$ cat src/rtl/prco_fetch_if.sv
`default_nettype none
// ============================================================================
// Module      : prco_fetch_if
// Description : Bundles the PRCO fetch stage's memory request/ack bus and its
//               valid/stall handoff toward decode. The remaining control inputs
//               (enable, redirect) travel on the same bundle.
//               Modports:
//                 master - the fetch stage (drives q_* and samples i_*)
//                 slave  - memory/decode environment (drives i_*)
//               Signals:
//                 i_en          fetch enable
//                 i_p_cp        pipeline redirect/flush
//                 i_cp_target   redirect PC
//                 q_mem_req     registered memory read request
//                 q_mem_addr    registered word address
//                 i_mem_ack     read data valid (sampled only while q_mem_req)
//                 i_mem_data    instruction word
//                 q_p_valid     FIFO head valid
//                 i_p_stalled   decode stalled
//                 q_p_ce        handoff this cycle
//                 q_instr       FIFO head instruction
//                 q_pc          FIFO head PC
// Revision    : 1.0 - initial release
// ============================================================================
interface prco_fetch_if;
    logic        i_en;
    logic        i_p_cp;
    logic [15:0] i_cp_target;
    logic        q_mem_req;
    logic [15:0] q_mem_addr;
    logic        i_mem_ack;
    logic [15:0] i_mem_data;
    logic        q_p_valid;
    logic        i_p_stalled;
    logic        q_p_ce;
    logic [15:0] q_instr;
    logic [15:0] q_pc;

    modport master (
        input  i_en, i_p_cp, i_cp_target, i_mem_ack, i_mem_data, i_p_stalled,
        output q_mem_req, q_mem_addr, q_p_valid, q_p_ce, q_instr, q_pc
    );

    modport slave (
        output i_en, i_p_cp, i_cp_target, i_mem_ack, i_mem_data, i_p_stalled,
        input  q_mem_req, q_mem_addr, q_p_valid, q_p_ce, q_instr, q_pc
    );
endinterface
`default_nettype wire

$ cat src/rtl/prco_fetch.sv
`default_nettype none
// ============================================================================
// Module      : prco_fetch
// Description : PRCO instruction fetch stage. Issues single outstanding word
//               reads, buffers returned words with their PC in a small FIFO
//               and presents the head to decode. A redirect (i_p_cp) flushes
//               the FIFO, reloads the fetch PC and drops any in-flight read.
// Ports       : i_clk    - clock, rising edge
//               i_reset  - synchronous active-high reset
//               bus      - prco_fetch_if.master (memory + decode handshake)
//               q_perf_fetched / q_perf_stall - only with PRCO_FETCH_PERF_EN
// Options     : `define PRCO_FETCH_PERF_EN adds saturating counters of pushed
//               instructions and of stalled-valid cycles.
// Parameters  : RESET_PC  - fetch PC after reset
//               BUF_DEPTH - FIFO depth, 2 or 4
// Revision    : 1.0 - initial release
// ============================================================================
module prco_fetch #(
    parameter logic [15:0] RESET_PC  = 16'h0000,
    parameter int          BUF_DEPTH = 2
) (
    input  wire logic         i_clk,
    input  wire logic         i_reset,
    prco_fetch_if.master      bus
`ifdef PRCO_FETCH_PERF_EN
    ,
    output logic [15:0]       q_perf_fetched,
    output logic [15:0]       q_perf_stall
`endif
);

    localparam int PTR_W = (BUF_DEPTH == 4) ? 2 : 1;
    localparam int CNT_W = PTR_W + 1;
    localparam logic [CNT_W-1:0] C_DEPTH = CNT_W'(BUF_DEPTH);

    localparam logic [1:0] ST_IDLE    = 2'd0;
    localparam logic [1:0] ST_WAIT    = 2'd1;
    localparam logic [1:0] ST_DISCARD = 2'd2;

    logic [1:0]       r_state;
    logic [15:0]      r_fetch_pc;
    logic             r_mem_req;
    logic [15:0]      r_mem_addr;
    logic [15:0]      r_instr_q [BUF_DEPTH];
    logic [15:0]      r_pc_q    [BUF_DEPTH];
    logic [PTR_W-1:0] r_rd_ptr;
    logic [PTR_W-1:0] r_wr_ptr;
    logic [CNT_W-1:0] r_count;

    logic w_ack;
    logic w_valid;
    logic w_pop;
    logic w_push;
    logic w_issue;

    // Ack is meaningless unless a request is actually on the bus.
    assign w_ack   = r_mem_req & bus.i_mem_ack;
    assign w_valid = (r_count != '0);
    assign w_pop   = w_valid & ~bus.i_p_stalled & ~bus.i_p_cp;
    // Only a WAIT-state ack carries live data; DISCARD acks are dropped.
    assign w_push  = (r_state == ST_WAIT) & w_ack & ~bus.i_p_cp;
    // Issuing only below full keeps the FIFO from overflowing, since at most
    // one read can be outstanding.
    assign w_issue = (r_state == ST_IDLE) & bus.i_en & ~bus.i_p_cp & (r_count < C_DEPTH);

    // ------------------------------------------------------------------------
    // FIFO and fetch PC
    // ------------------------------------------------------------------------
    always_ff @(posedge i_clk) begin
        if (i_reset) begin
            r_fetch_pc <= RESET_PC;
            r_rd_ptr   <= '0;
            r_wr_ptr   <= '0;
            r_count    <= '0;
            for (int i = 0; i < BUF_DEPTH; i++) begin
                r_instr_q[i] <= 16'h0000;
                r_pc_q[i]    <= 16'h0000;
            end
        end else if (bus.i_p_cp) begin
            r_fetch_pc <= bus.i_cp_target;
            r_rd_ptr   <= '0;
            r_wr_ptr   <= '0;
            r_count    <= '0;
        end else begin
            if (w_push) begin
                r_instr_q[r_wr_ptr] <= bus.i_mem_data;
                r_pc_q[r_wr_ptr]    <= r_fetch_pc;
                r_wr_ptr            <= r_wr_ptr + PTR_W'(1);
                r_fetch_pc          <= r_fetch_pc + 16'h0001;
            end
            if (w_pop) begin
                r_rd_ptr <= r_rd_ptr + PTR_W'(1);
            end
            case ({w_push, w_pop})
                2'b10:   r_count <= r_count + CNT_W'(1);
                2'b01:   r_count <= r_count - CNT_W'(1);
                default: r_count <= r_count;
            endcase
        end
    end

    // ------------------------------------------------------------------------
    // Request state machine
    // ------------------------------------------------------------------------
    always_ff @(posedge i_clk) begin
        if (i_reset) begin
            r_state    <= ST_IDLE;
            r_mem_req  <= 1'b0;
            r_mem_addr <= 16'h0000;
        end else begin
            case (r_state)
                ST_IDLE: begin
                    if (w_issue) begin
                        r_mem_req  <= 1'b1;
                        r_mem_addr <= r_fetch_pc;
                        r_state    <= ST_WAIT;
                    end
                end
                ST_WAIT: begin
                    if (w_ack) begin
                        r_mem_req <= 1'b0;
                        r_state   <= ST_IDLE;
                    end else if (bus.i_p_cp) begin
                        // Request stays on the bus; its data is now stale.
                        r_state <= ST_DISCARD;
                    end
                end
                ST_DISCARD: begin
                    if (w_ack) begin
                        r_mem_req <= 1'b0;
                        r_state   <= ST_IDLE;
                    end
                end
                default: begin
                    r_mem_req <= 1'b0;
                    r_state   <= ST_IDLE;
                end
            endcase
        end
    end

    assign bus.q_mem_req  = r_mem_req;
    assign bus.q_mem_addr = r_mem_addr;
    assign bus.q_p_valid  = w_valid;
    assign bus.q_p_ce     = w_pop;
    assign bus.q_instr    = r_instr_q[r_rd_ptr];
    assign bus.q_pc       = r_pc_q[r_rd_ptr];

`ifdef PRCO_FETCH_PERF_EN
    // Counters survive redirects; only reset clears them.
    always_ff @(posedge i_clk) begin
        if (i_reset) begin
            q_perf_fetched <= 16'h0000;
            q_perf_stall   <= 16'h0000;
        end else begin
            if (w_push && (q_perf_fetched != 16'hFFFF)) begin
                q_perf_fetched <= q_perf_fetched + 16'h0001;
            end
            if (w_valid && bus.i_p_stalled && (q_perf_stall != 16'hFFFF)) begin
                q_perf_stall <= q_perf_stall + 16'h0001;
            end
        end
    end
`endif

endmodule
`default_nettype wire

$ cat src/flat_wrapper.sv
// flat-port wrapper written by rule: the top's interface ports become plain ports
module prco_fetch_flat 
#(
    parameter logic [15:0] RESET_PC  = 16'h0000,
    parameter int          BUF_DEPTH = 2
)
  (i_clk, i_reset, bus_i_en, bus_i_p_cp, bus_i_cp_target, bus_i_mem_ack, bus_i_mem_data, bus_i_p_stalled, bus_q_mem_req, bus_q_mem_addr, bus_q_p_valid, bus_q_p_ce, bus_q_instr, bus_q_pc);
  prco_fetch_if bus_i ();
  input  wire logic i_clk;
  input  wire logic i_reset;
  input wire logic [$bits(bus_i.i_en)-1:0] bus_i_en;
  input wire logic [$bits(bus_i.i_p_cp)-1:0] bus_i_p_cp;
  input wire logic [$bits(bus_i.i_cp_target)-1:0] bus_i_cp_target;
  input wire logic [$bits(bus_i.i_mem_ack)-1:0] bus_i_mem_ack;
  input wire logic [$bits(bus_i.i_mem_data)-1:0] bus_i_mem_data;
  input wire logic [$bits(bus_i.i_p_stalled)-1:0] bus_i_p_stalled;
  output wire logic [$bits(bus_i.q_mem_req)-1:0] bus_q_mem_req;
  output wire logic [$bits(bus_i.q_mem_addr)-1:0] bus_q_mem_addr;
  output wire logic [$bits(bus_i.q_p_valid)-1:0] bus_q_p_valid;
  output wire logic [$bits(bus_i.q_p_ce)-1:0] bus_q_p_ce;
  output wire logic [$bits(bus_i.q_instr)-1:0] bus_q_instr;
  output wire logic [$bits(bus_i.q_pc)-1:0] bus_q_pc;
  assign bus_i.i_en = bus_i_en;
  assign bus_i.i_p_cp = bus_i_p_cp;
  assign bus_i.i_cp_target = bus_i_cp_target;
  assign bus_i.i_mem_ack = bus_i_mem_ack;
  assign bus_i.i_mem_data = bus_i_mem_data;
  assign bus_i.i_p_stalled = bus_i_p_stalled;
  assign bus_q_mem_req = bus_i.q_mem_req;
  assign bus_q_mem_addr = bus_i.q_mem_addr;
  assign bus_q_p_valid = bus_i.q_p_valid;
  assign bus_q_p_ce = bus_i.q_p_ce;
  assign bus_q_instr = bus_i.q_instr;
  assign bus_q_pc = bus_i.q_pc;
  prco_fetch #(.RESET_PC(RESET_PC), .BUF_DEPTH(BUF_DEPTH)) u_core (.i_clk(i_clk), .i_reset(i_reset), .bus(bus_i));
endmodule
$ cat config.mk
export PLATFORM = sky130hd
export DESIGN_NAME = prco_fetch_flat
export DESIGN_NICKNAME = d
export VERILOG_FILES = /design/src/rtl/prco_fetch_if.sv /design/src/rtl/prco_fetch.sv /design/src/flat_wrapper.sv
export SDC_FILE = /design/constraint.sdc
export NUM_CORES = 1
export LEC_CHECK = 0
export CAP_MARGIN = 20
export CORE_MARGIN = 2
export CORE_UTILIZATION = 33
export CTS_CLUSTER_SIZE = 20
export DETAILED_ROUTE_END_ITERATION = 6
export GPL_TIMING_DRIVEN = 1
export PLACE_DENSITY = 0.61
export SLEW_MARGIN = 20
export SYNTH_ARGS = -nofsm -noshare
export SYNTH_HDL_FRONTEND = slang
export SYNTH_SLANG_ARGS = --single-unit
$ cat constraint.sdc
create_clock -name i_clk -period 8.6 [get_ports i_clk]
set_input_delay 1.72 -clock i_clk [delete_from_list [all_inputs] [get_ports i_clk]]
set_output_delay 1.72 -clock i_clk [all_outputs]
set_load 0.1 [all_outputs]
=== After elaboration in Yosys (flattened, before gate mapping) ===
Memories as Yosys holds them, arrays and structs flattened. A register that Yosys moved wholly into a read port is not among the register bits.
Cells that the tools add are included.

* Flip-flop bits (word level): 39
* Bits in latches: 0
* Bits in writable memories: 64
* Memory bits (read-only): 0
* Input port bits: 38
* Word-level logic and storage cells: 71
* Memories kept: 2

{| class="wikitable"
|+ Memories
! name !! words !! bits a word !! rd ports !! clocked after memory_dff !! write ports !! line !! RTL
|-
| u_core.r_instr_q || 2 || 16 || 1 || 1 || 2 || prco_fetch.sv:44 || <nowiki>logic [15:0] r_instr_q [BUF_DEPTH];</nowiki>
|-
| u_core.r_pc_q || 2 || 16 || 1 || 1 || 2 || prco_fetch.sv:45 || <nowiki>logic [15:0] r_pc_q [BUF_DEPTH];</nowiki>
|}

* $add $sub $neg: 5
* Multiply operators: 0
* Div/mod/pow operators: 0
* Magnitude comparators: 1
* Eq/ne operators: 8
* Shift operators: 0
* Mux-type cells: 27
* Bitwise logic cells: 10
* Reduce and logical (&&, ||, !) cells: 11

{| class="wikitable"
|+ Operators by type and width
! kind !! number
|-
| $mux W16 || 4
|-
| $reduce_or A16 Y1 || 2
|-
| $add A16 B1 Y16 const B || 1
|-
| $mux W1 || 16
|-
| $and A1 B1 Y1 || 8
|-
| $mux W2 || 4
|-
| $ne A2 B1 Y1 const B || 3
|-
| $pmux W2 S3 || 1
|-
| $reduce_bool A2 Y1 || 3
|-
| $eq A2 B1 Y1 const B || 2
|-
| $eq A2 B2 Y1 const B || 2
|-
| $pmux W2 S2 || 1
|-
| $reduce_and A2 Y1 || 2
|-
| $reduce_or A2 Y1 || 2
|-
| $ne A3 B2 Y1 const B || 1
|-
| $reduce_and A3 Y1 || 1
|-
| $add A1 B1 Y1 const B || 2
|-
| $add A2 B1 Y2 const B || 1
|-
| $logic_not A2 Y1 || 1
|-
| $lt A2 B2 Y1 const B || 1
|-
| $not A1 Y1 || 2
|-
| $pmux W1 S2 || 1
|-
| $sub A2 B1 Y2 const B || 1
|}

=== Longest topological paths before layout ===
Gate-level depths: netlist of run 1.

* Depth after elaboration: 9
* Depth in mapped cells: 10
* Depth with buffers taken out: 9

=== Worst setup path before layout of run 1 ===
Ideal clock, no wire load.

* Path type: input-to-output
* Start point: input bus_i_p_cp
* End point: output bus_q_p_ce
* Arrival time: 4,263 ps
* Required time: 6,880 ps
* Setup slack: 2,617 ps
* Cell stages on the path: 2
* Path buffers: 1
* Cell sequence: buf_2 nor3b_1

* Word-level cells in the longest chain between the ends: 2

{| class="wikitable"
|+ Ends and longest elaborated chain
! item !! line !! RTL
|-
| start, declared || flat_wrapper.sv:12 || <nowiki>input wire logic [$bits(bus_i.i_p_cp)-1:0] bus_i_p_cp;</nowiki>
|-
| $not A1 Y1 || prco_fetch.sv:59 || <nowiki>assign w_pop = w_valid & ~bus.i_p_stalled & ~bus.i_p_cp;</nowiki>
|-
| $and A1 B1 Y1 || prco_fetch.sv:59 ||
|-
| end, declared || flat_wrapper.sv:20 || <nowiki>output wire logic [$bits(bus_i.q_p_ce)-1:0] bus_q_p_ce;</nowiki>
|}

Every way passes these cells.

=== Worst setup path in the final report of run 1 ===
Ends and elaborated chain as after synthesis.

==> flow_metrics.tcl, run 1 <==
set metrics [dict create \
    cts_root_buf "clkbuf_16" \
    post_cts_buffers 0 \
    power_leakage_nw 2.22 \
    clock-sinks 104 \
    outcome "completed" \
    crit_path_end "bus_q_p_ce" \
    cts_buffers 9 \
    synth.top_cell.area_share_pct 40.9 \
    synth_nets 453 \
    fin_hold_ws_ns 0.459 \
    yosysWarnings 0 \
    clk_latency_ns 0.35 \
    period_minus_slack_ns 5.80 \
    synthFlopType "edfxtp_1" \
    dp.cells 658 \
    cts_hold_buf 0 \
    area_growth_syn_to_layout_pct 29.4 \
    hold_viol 0 \
    grt_start_max_net_pins 49 \
    worstRegToRegCells 7 \
    tightest_slew_ns 1.03 \
    setup_tns_ns 0 \
    power.total_mw 1.18 \
    diodes 0 \
    startpoint "bus_i_p_cp" \
    reg2reg_to "u_core.r_instr_q[1][5]" \
    row_count 43 \
    place_ws_ns 2.80 \
    fillers 1316 \
    fp.coreArea_um2 13900 \
    crit_fanout 39 \
    postPlaceCellArea_um2 5740 \
    setup_slack_ns 2.80 \
    start_util_pct 33.9 \
    startpoint_type "primary input" \
    die_w_um 123 \
    track_usage_pct 14.3 \
    antenna_found_initial 0 \
    drt-wirelength-per-cell_um 15.4 \
    p_per_area_nw_per_um2 194 \
    synth_seq_cells 104 \
    ios 89 \
    globalRouteOverflowTotal 0 \
    ys_top_cells_by_area "edfxtp_1 (41%), dfxtp_1 (17%), mux2_2 (7.9%)" \
    design_area_um2 6080 \
    grt_pass1_vias 3274 \
    ys_seq_area_share_pct 57.9 \
    port-buffer-count 88 \
    critPathCaptureType "primary output" \
    cts_tree "done" \
    drt-initial-drc-count 236 \
    rsz0062_at_grt "no" \
    cts-resized-gates 0 \
    vias_per_cell 4.80 \
    clkTransAtPathRegs_ns 0.07 \
    dr_total_vias 3233 \
    cap_violations 0 \
    crit_arrival_ns 4.08 \
    cts_htree_levels 3 \
    syn_inst 410 \
    rr_startpoint "u_core.r_state[1]" \
    synth-edff-count 64 \
    clock-skew-final_ns 0.00473 \
    route.final.wire_length_um 10400 \
    synth_cell_type_count 41 \
    drcViolationCount 0 \
    avgSynthCellArea_um2 11.5 \
    final_core_util_pct 43.8 \
    async_flop_share_pct 0 \
    relSlewSlack_pct 31.2 \
    cp.required_ns 6.88 \
    multi_input_area_um2 1800 \
    drive_gt1_share_pct 13.0 \
    fin_crit_sh_pct 67.4 \
    dp_hpwl_um 6770 \
    fin_nets 532 \
    critPathKind "in2out" \
    fmax_ghz 0.173 \
    seq_area_um2 2720 \
    drtAntennaViolNets 0 \
    drtPass1Iterations 4 \
    stdcell_count 674 \
    maxSlewViolCount 0 \
    syn_area_um2 4700 \
    clockBufferDepth 2 \
    synth_area_leader_cell "edfxtp_1" \
    dieArea_um2 15200 \
    fp.dieH_um 123 \
    hold_path_class "reg2reg" \
    vdd_drop_max_uv 88.5 \
    setup_violations 0 \
    ff2ff_setup_slack_ns 5.64 \
    place_congestion 0.748 \
    grt_pass1_wl_um 16600 \
]
==> cells in the mapped netlist (2+ instances only) <==
cell type / number
buf_2: 3
o21ai_0: 4
nand3_1: 2
nand4_1: 7
a31oi_1: 2
xnor2_1: 8
a21oi_1: 32
clkbuf_2: 5
buf_1: 5
xor2_1: 8
nor4_1: 9
inv_1: 21
and2_1: 58
or2_2: 2
nor2_1: 7
mux2_2: 33
dfxtp_1: 40
or3_1: 2
and2_2: 2
mux2i_1: 3
nor3_1: 10
clkbuf_1: 11
edfxtp_1: 64
o21a_1: 9
nand2_1: 38
a21o_1: 2
o31a_1: 4
and4_1: 2
ha_1: 5
==> sequential cells by signal, indices dropped and copies added, names as in the netlist, named ones only <==
signal,flops
u_core.r_instr_q,32
u_core.r_pc_q,32
u_core.bus.q_mem_addr,16
u_core.r_fetch_pc,16
u_core.r_count,2
u_core.r_state,2
u_core.bus.q_mem_req,1
u_core.r_rd_ptr,1
u_core.r_wr_ptr,1
==> worst min-delay path by stage <==
stage                             startpoint  depth (start not counted)                         to  slack (ns)
floorplan              u_core.r_fetch_pc[13]                          2  u_core.bus.q_mem_addr[13]        0.44
global placement    u_core.bus.q_mem_addr[3]                          2   u_core.bus.q_mem_addr[3]        0.45
detailed placement  u_core.bus.q_mem_addr[5]                          2   u_core.bus.q_mem_addr[5]        0.45
CTS                 u_core.bus.q_mem_addr[0]                          2   u_core.bus.q_mem_addr[0]        0.47
global route        u_core.bus.q_mem_addr[8]                          2   u_core.bus.q_mem_addr[8]        0.49
finish              u_core.bus.q_mem_addr[0]                          2   u_core.bus.q_mem_addr[0]        0.46
==> layout by cell type (no fill, tap or decap), drive strengths merged, types with 10 or more instances in the layout <==
master,count
inv,22
and2,60
a21oi,32
nand2,38
clkbuf,10
dfxtp,40
edfxtp,64
nor3,11
mux2,33
clkdlybuf4s50,87
==> area by class of cell <==
cell class,count,share of cell area (%)
sequential,104,44.8
multi-input combinational,260,29.6
timing repair buffer,93,15.0
clock buffer,9,3.70
tap,180,3.70
clock inverter,7,1.95
inverter,21,1.30
==> worst max-delay path, cell delays in order <==
cell and delay [ns]:
clkdlybuf4s50_1 0.39, buf_4 0.26, nor3b_1 0.46, clkdlybuf4s50_1 1.23
==> where the power goes <==
part	leakage (nW)	switching [mW]	internal, mW	total (mW)
sequential	0.988	0.0149	0.547	0.562
clock	0.169	0.182	0.286	0.468
combinational	1.06	0.103	0.0472	0.150
total	2.22	0.300	0.879	1.18
==> per-layer routing <==
metal,vias to the layer above,part of all wire (%),GRT usage (%)
met5,-,0,0
met4,0,0.69,3.05
met3,9,6.6,4.61
met2,97,46,22.5
met1,1539,47,19.2
li1,1588,-,-
==> kinds of logic (layout without fill, tap and decap cells) <==
kind of cell             after synthesis  after routing  share of synthesized area (%)
buffers and inverters                 46            130                           4.05
flip-flops                           104            104                           57.9
XOR/XNOR                              16             16                           2.98
AND/OR/NAND/NOR                      148            148                           18.3
adder cells (fa/ha/maj)                5              5                           1.33
multiplexers                          36             36                           8.54
AO/OA/AOI/OAI                         55             55                           6.92
Power figures use the tool's default switching activity.
==> run 2: changes to the inputs <==
--- a/config.mk
+++ b/config.mk
@@ -11,7 +11,7 @@
 export CTS_CLUSTER_SIZE = 20
 export DETAILED_ROUTE_END_ITERATION = 6
 export GPL_TIMING_DRIVEN = 1
-export PLACE_DENSITY = 0.61
+export PLACE_DENSITY = 0.63
 export SLEW_MARGIN = 20
 export SYNTH_ARGS = -nofsm -noshare
 export SYNTH_HDL_FRONTEND = slang
==> constraint.sdc (replaced) <==
create_clock -name i_clk -period 4.77 [get_ports i_clk]
set_input_delay 0.954 -clock i_clk [delete_from_list [all_inputs] [get_ports i_clk]]
set_output_delay 0.954 -clock i_clk [all_outputs]
set_load 0.1 [all_outputs]
==> run 2 against run 1 <==
Effect of this change:
- routed wire length fell by 2.1%
- sequential share of layout area rose by 0.90 points
- combinational power grew 77%
- critical endpoint unchanged
- clock power grew 60%
- global-route usage shrank 0.39 points
- largest power group unchanged
==> flow_metrics.tcl, run 2 (synthesized netlist as in run 1, its figures left out) <==
set metrics [dict create \
    clock-sinks 104 \
    period_minus_slack_ns 3.45 \
    clk_latency_ns 0.34 \
    crit_family "buffers and inverters" \
    dp_hpwl_um 6830 \
    cap_violations 0 \
    setup_violations 0 \
    top_regs "u_core.r_instr_q (32), u_core.r_pc_q (32)" \
    cts_tree "done" \
    grt_pass1_wl_um 16200 \
    ios 89 \
    rr_startpoint "u_core.r_state[1]" \
    path_cells "clkdlybuf4s50_1 > buf_4 > nor3b_1 > buf_12" \
    cts_htree_levels 3 \
    slowest_stage "nor3b_1" \
    die_w_um 123 \
    ff2ff_setup_slack_ns 2.18 \
    drcViolationCount 0 \
    crit_arrival_ns 2.49 \
    outcome "completed" \
    vdd_drop_max_uv 212 \
    dieArea_um2 15200 \
    drt-initial-drc-count 180 \
    layout_common_cells "edfxtp_1 (64), and2_1 (58), clkdlybuf4s50_1 (54), dfxtp_1 (40), nand2_1 (38)" \
    route.final.wire_length_um 10200 \
    holdCritStartpoint "u_core.bus.q_mem_addr[7]" \
    drtAntennaViolNets 0 \
    clkTransAtPathRegs_ns 0.07 \
    hold_path_class "reg2reg" \
    track_usage_pct 13.9 \
    p_per_area_nw_per_um2 340 \
    place_congestion 0.767 \
    hold_end "u_core.bus.q_mem_addr[7]" \
    cts_buffers 9 \
    fp.dieH_um 123 \
    drtPass1Iterations 4 \
    drt-wirelength-per-cell_um 15.2 \
    hold_viol 0 \
    fin_nets 531 \
    maxSlewViolCount 0 \
    clock-skew-final_ns 0.00533 \
    post_cts_buffers 0 \
    start_util_pct 33.9 \
    startpoint_type "primary input" \
    diodes 0 \
    fin_hold_ws_ns 0.459 \
    globalRouteOverflowTotal 0 \
    final_core_util_pct 43.0 \
    grt_pass1_vias 3246 \
    clockBufferDepth 2 \
    relSlewSlack_pct 34.4 \
    cts_hold_buf 0 \
    cp.buffers_inverters 3 \
    reg2reg_to "u_core.r_pc_q[1][3]" \
    holdPathStages 2 \
    vias_per_cell 4.72 \
    setup_slack_ns 1.32 \
    row_count 43 \
    grt_start_max_net_pins 49 \
    cts-resized-gates 0 \
    tightest_slew_ns 0.981 \
    port-buffer-count 88 \
    layout_commonest_cell "edfxtp_1" \
    fp.coreArea_um2 13900 \
    critPathCaptureType "primary output" \
    crit_fanout 39 \
    critPathKind "in2out" \
    area_growth_syn_to_layout_pct 26.9 \
    place_ws_ns 1.26 \
    antenna_found_initial 0 \
    critPathMaxStageDelay_ns 0.61 \
    setup_tns_ns 0 \
    fin_crit_sh_pct 72.2 \
    drive_gt1_share_pct 19.5 \
    power_leakage_nw 2.24 \
    worstRegToRegCells 6 \
    rsz0062_at_grt "no" \
    cts_root_buf "clkbuf_16" \
    dr_total_vias 3173 \
    cp.required_ns 3.82 \
    fmax_ghz 0.290 \
]
[run 2: cell count changes in the layout (fill, tap and decap cells not counted), moves of 2 or more]
cell	change
clkdlybuf4s50_1	-33
inv_6	+2
buf_4	+31
bufinv_16	-2
[run 2: where the power goes]
group | internal (mW) | switching [mW] | leakage [nW]
Clock | 0.413 | 0.334 | 0.148
Sequential | 0.986 | 0.0272 | 0.988
Combinational | 0.0811 | 0.185 | 1.10
Total | 1.48 | 0.546 | 2.24
[run 2: worst max path at each step]
| stage | from | endpoint | cells after the start |
|---|---|---|---|
| 3_5_place_dp | bus_i_mem_ack | u_core.r_instr_q[1][5] | 5 |
| 6_report | bus_i_p_cp | bus_q_p_ce | 4 |
| 4_1_cts | bus_i_p_cp | bus_q_p_ce | 4 |
| 3_3_place_gp | bus_i_mem_ack | u_core.r_instr_q[1][8] | 5 |
| 5_1_grt | bus_i_p_cp | bus_q_p_ce | 4 |
| 2_1_floorplan | bus_i_p_cp | u_core.r_count[1] | 6 |
[run 2: cell type report]
cell class	instances	area [um2]
multi-input combinational	260	1800
fill	1314	7920
tap	180	225
clock inverter	6	76.3
sequential	104	2720
timing repair buffer	92	836
inverter	21	78.8
clock buffer	9	225
[run 2: worst reg2reg max path: stages, from the launching register on]
cell,delay [ns]
dfxtp_1,0.32
inv_1,0.10
ha_1,0.26
nand3_2,0.20
or2_1,0.44
nor3b_4,0.23
or2_2,0.65
[run 2: per-layer routing]
layer / up-vias / part of all wire [%] / global-route usage (%)
li1: 1588 / - / -
met1: 1500 / 45 / 17.6
met2: 73 / 48 / 23.4
met3: 12 / 5.2 / 3.69
met4: 0 / 1.2 / 3.84
met5: - / 0 / 0
[run 2: stage by stage]
| step | cell area (um2) | power, mW | std cells |
|---|---|---|---|
| final | 5960 | 2.03 | 672 |
| after global routing | 5960 | 2.10 | 672 |
| after CTS | 5960 | 2.05 | 672 |
| after detailed placement | 5660 | 1.30 | 657 |
| after global placement | 5660 | 1.30 | 657 |
| after floorplan | 4700 | 1.21 | 410 |
==> run 3: changes to the inputs <==
==> constraint.sdc (replaced) <==
create_clock -name i_clk -period 3.1 [get_ports i_clk]
set_input_delay 0.62 -clock i_clk [delete_from_list [all_inputs] [get_ports i_clk]]
set_output_delay 0.62 -clock i_clk [all_outputs]
set_load 0.1 [all_outputs]
==> run 3 against run 2 <==
Effect of this change:
- critical path type unchanged
- final cell count is 0.89% higher
- hold slack worse by 0.0044 ns
- die area unchanged
- utilization up 3.0 points
- via count is 1.2% higher
- total power rose by 55%
- critical path depth down 1
- highest routed layer unchanged
- sequential power increased by 54%
- cell area up 7.0%
==> flow_metrics.tcl, run 3 (synthesized netlist as in run 1, its figures left out) <==
set metrics [dict create \
    outcome "completed" \
    cp.required_ns 2.48 \
    fin_crit_sh_pct 79.6 \
    critPathCaptureType "primary output" \
    cts_hold_buf 0 \
    row_count 43 \
    track_usage_pct 14.0 \
    area_growth_syn_to_layout_pct 35.8 \
    critPathMaxStageDelay_ns 0.50 \
    cts_buffers 9 \
    fmax_ghz 0.405 \
    setup_tns_ns 0 \
    drive_gt1_share_pct 24.3 \
    slowest_stage "nor3b_2" \
    dp_hpwl_um 6900 \
    fp.coreArea_um2 13900 \
    clk_latency_ns 0.35 \
    cts_htree_levels 3 \
    place_congestion 0.793 \
    tightest_slew_ns 0.644 \
    diodes 0 \
    cts_tree "done" \
    crit_fanout 3 \
    top_regs "u_core.r_instr_q (32), u_core.r_pc_q (32)" \
    port-buffer-count 88 \
    die_w_um 123 \
    clock-skew-final_ns 0.0110 \
    clkTransAtPathRegs_ns 0.07 \
    cts_root_buf "clkbuf_16" \
    drtPass1Iterations 4 \
    route.final.wire_length_um 10100 \
    grt_start_max_net_pins 38 \
    setup_violations 0 \
    grt_pass1_vias 3196 \
    design_area_um2 6380 \
    fp.dieH_um 123 \
    hold_viol 0 \
    relSlewSlack_pct 56.6 \
    startpoint_type "primary input" \
    drtAntennaViolNets 0 \
    power_leakage_nw 2.43 \
    p_per_area_nw_per_um2 492 \
    layout_commonest_cell "edfxtp_1" \
    start_util_pct 33.9 \
    rsz0062_at_grt "no" \
    clock-sinks 104 \
    drcViolationCount 0 \
    postPlaceCellArea_um2 6080 \
    dr_total_vias 3212 \
    hold_path_class "reg2reg" \
    cts-resized-gates 0 \
    post_cts_buffers 0 \
    ios 89 \
    layout_common_cells "edfxtp_1 (64), and2_1 (58), dfxtp_1 (40), nand2_1 (38), clkdlybuf4s50_1 (36)" \
    vdd_drop_max_uv 261 \
    fin_nets 536 \
    critPathKind "in2out" \
    crit_arrival_ns 1.85 \
    maxSlewViolCount 0 \
    path_cells "clkdlybuf4s50_1 > nor3b_2 > buf_12" \
    grt_pass1_wl_um 16100 \
    cap_violations 0 \
    drt-initial-drc-count 236 \
    clockBufferDepth 2 \
    period_minus_slack_ns 2.47 \
    antenna_found_initial 0 \
    drt-wirelength-per-cell_um 14.9 \
    vias_per_cell 4.74 \
    dieArea_um2 15200 \
    globalRouteOverflowTotal 0 \
]
[run 3: changes by cell type in the layout (fill, tap and decap cells not counted), sizes merged]
cell	previous run	this run
buf	38	61
bufinv	1	0
clkbuf	9	10
clkdlybuf4s50	54	36
clkinv	2	1
clkinvlp	0	1
inv	24	25
[run 3: worst paths after layout]
path / slack, ns / cells after the start / endpoint / start
min reg2reg: 0.45 / 2 / u_core.bus.q_mem_addr[1] / u_core.bus.q_mem_addr[1]
max: 0.63 / 3 / bus_q_p_ce / bus_i_p_cp
max reg2reg: 0.89 / 7 / u_core.r_instr_q[1][7] / u_core.r_state[1]
min: 0.45 / 2 / u_core.bus.q_mem_addr[1] / u_core.bus.q_mem_addr[1]
[run 3: report_power, final]
group	leakage [nW]	internal, mW	switching, mW
sequential	0.988	1.52	0.0415
combinational	1.30	0.169	0.295
clock	0.145	0.604	0.516
total	2.43	2.29	0.853
[run 3: layout make-up]
class | instances | area [um2]
inverters | 21 | 78.8
flip-flops and latches | 104 | 2720
multi-input cells | 260 | 1800
fillers | 1282 | 7500
well taps | 180 | 225
repair buffers | 97 | 1250
clock buffers | 10 | 250
clock inverters | 6 | 47.5
[run 3: critical path: cells and delay by family]
family	cells	cell delay, ns
simple gates	1	0.50
buf+inv	2	0.72
[run 3: per-layer routing]
layer	wire length, um	global-route usage (%)
met3	535	3.18
met1	4640	18.5
met5	0	0
met4	142	4.97
met2	4780	22.6
[run 3: per-stage QoR]
stage / total power, mW / setup WS [ns] / hold WS, ns / util [%] / std cells
6_report: 3.14 / 0.633 / 0.455 / 46.0 / 678
5_1_grt: 3.25 / 0.586 / 0.484 / 46.0 / 678
4_1_cts: 3.18 / 0.657 / 0.458 / 46.0 / 678
3_5_place_dp: 2.05 / 0.337 / 0.449 / 43.8 / 662
3_3_place_gp: 2.05 / 0.397 / 0.451 / 43.8 / 662
2_1_floorplan: 1.87 / 0.00237 / 0.440 / - / 410
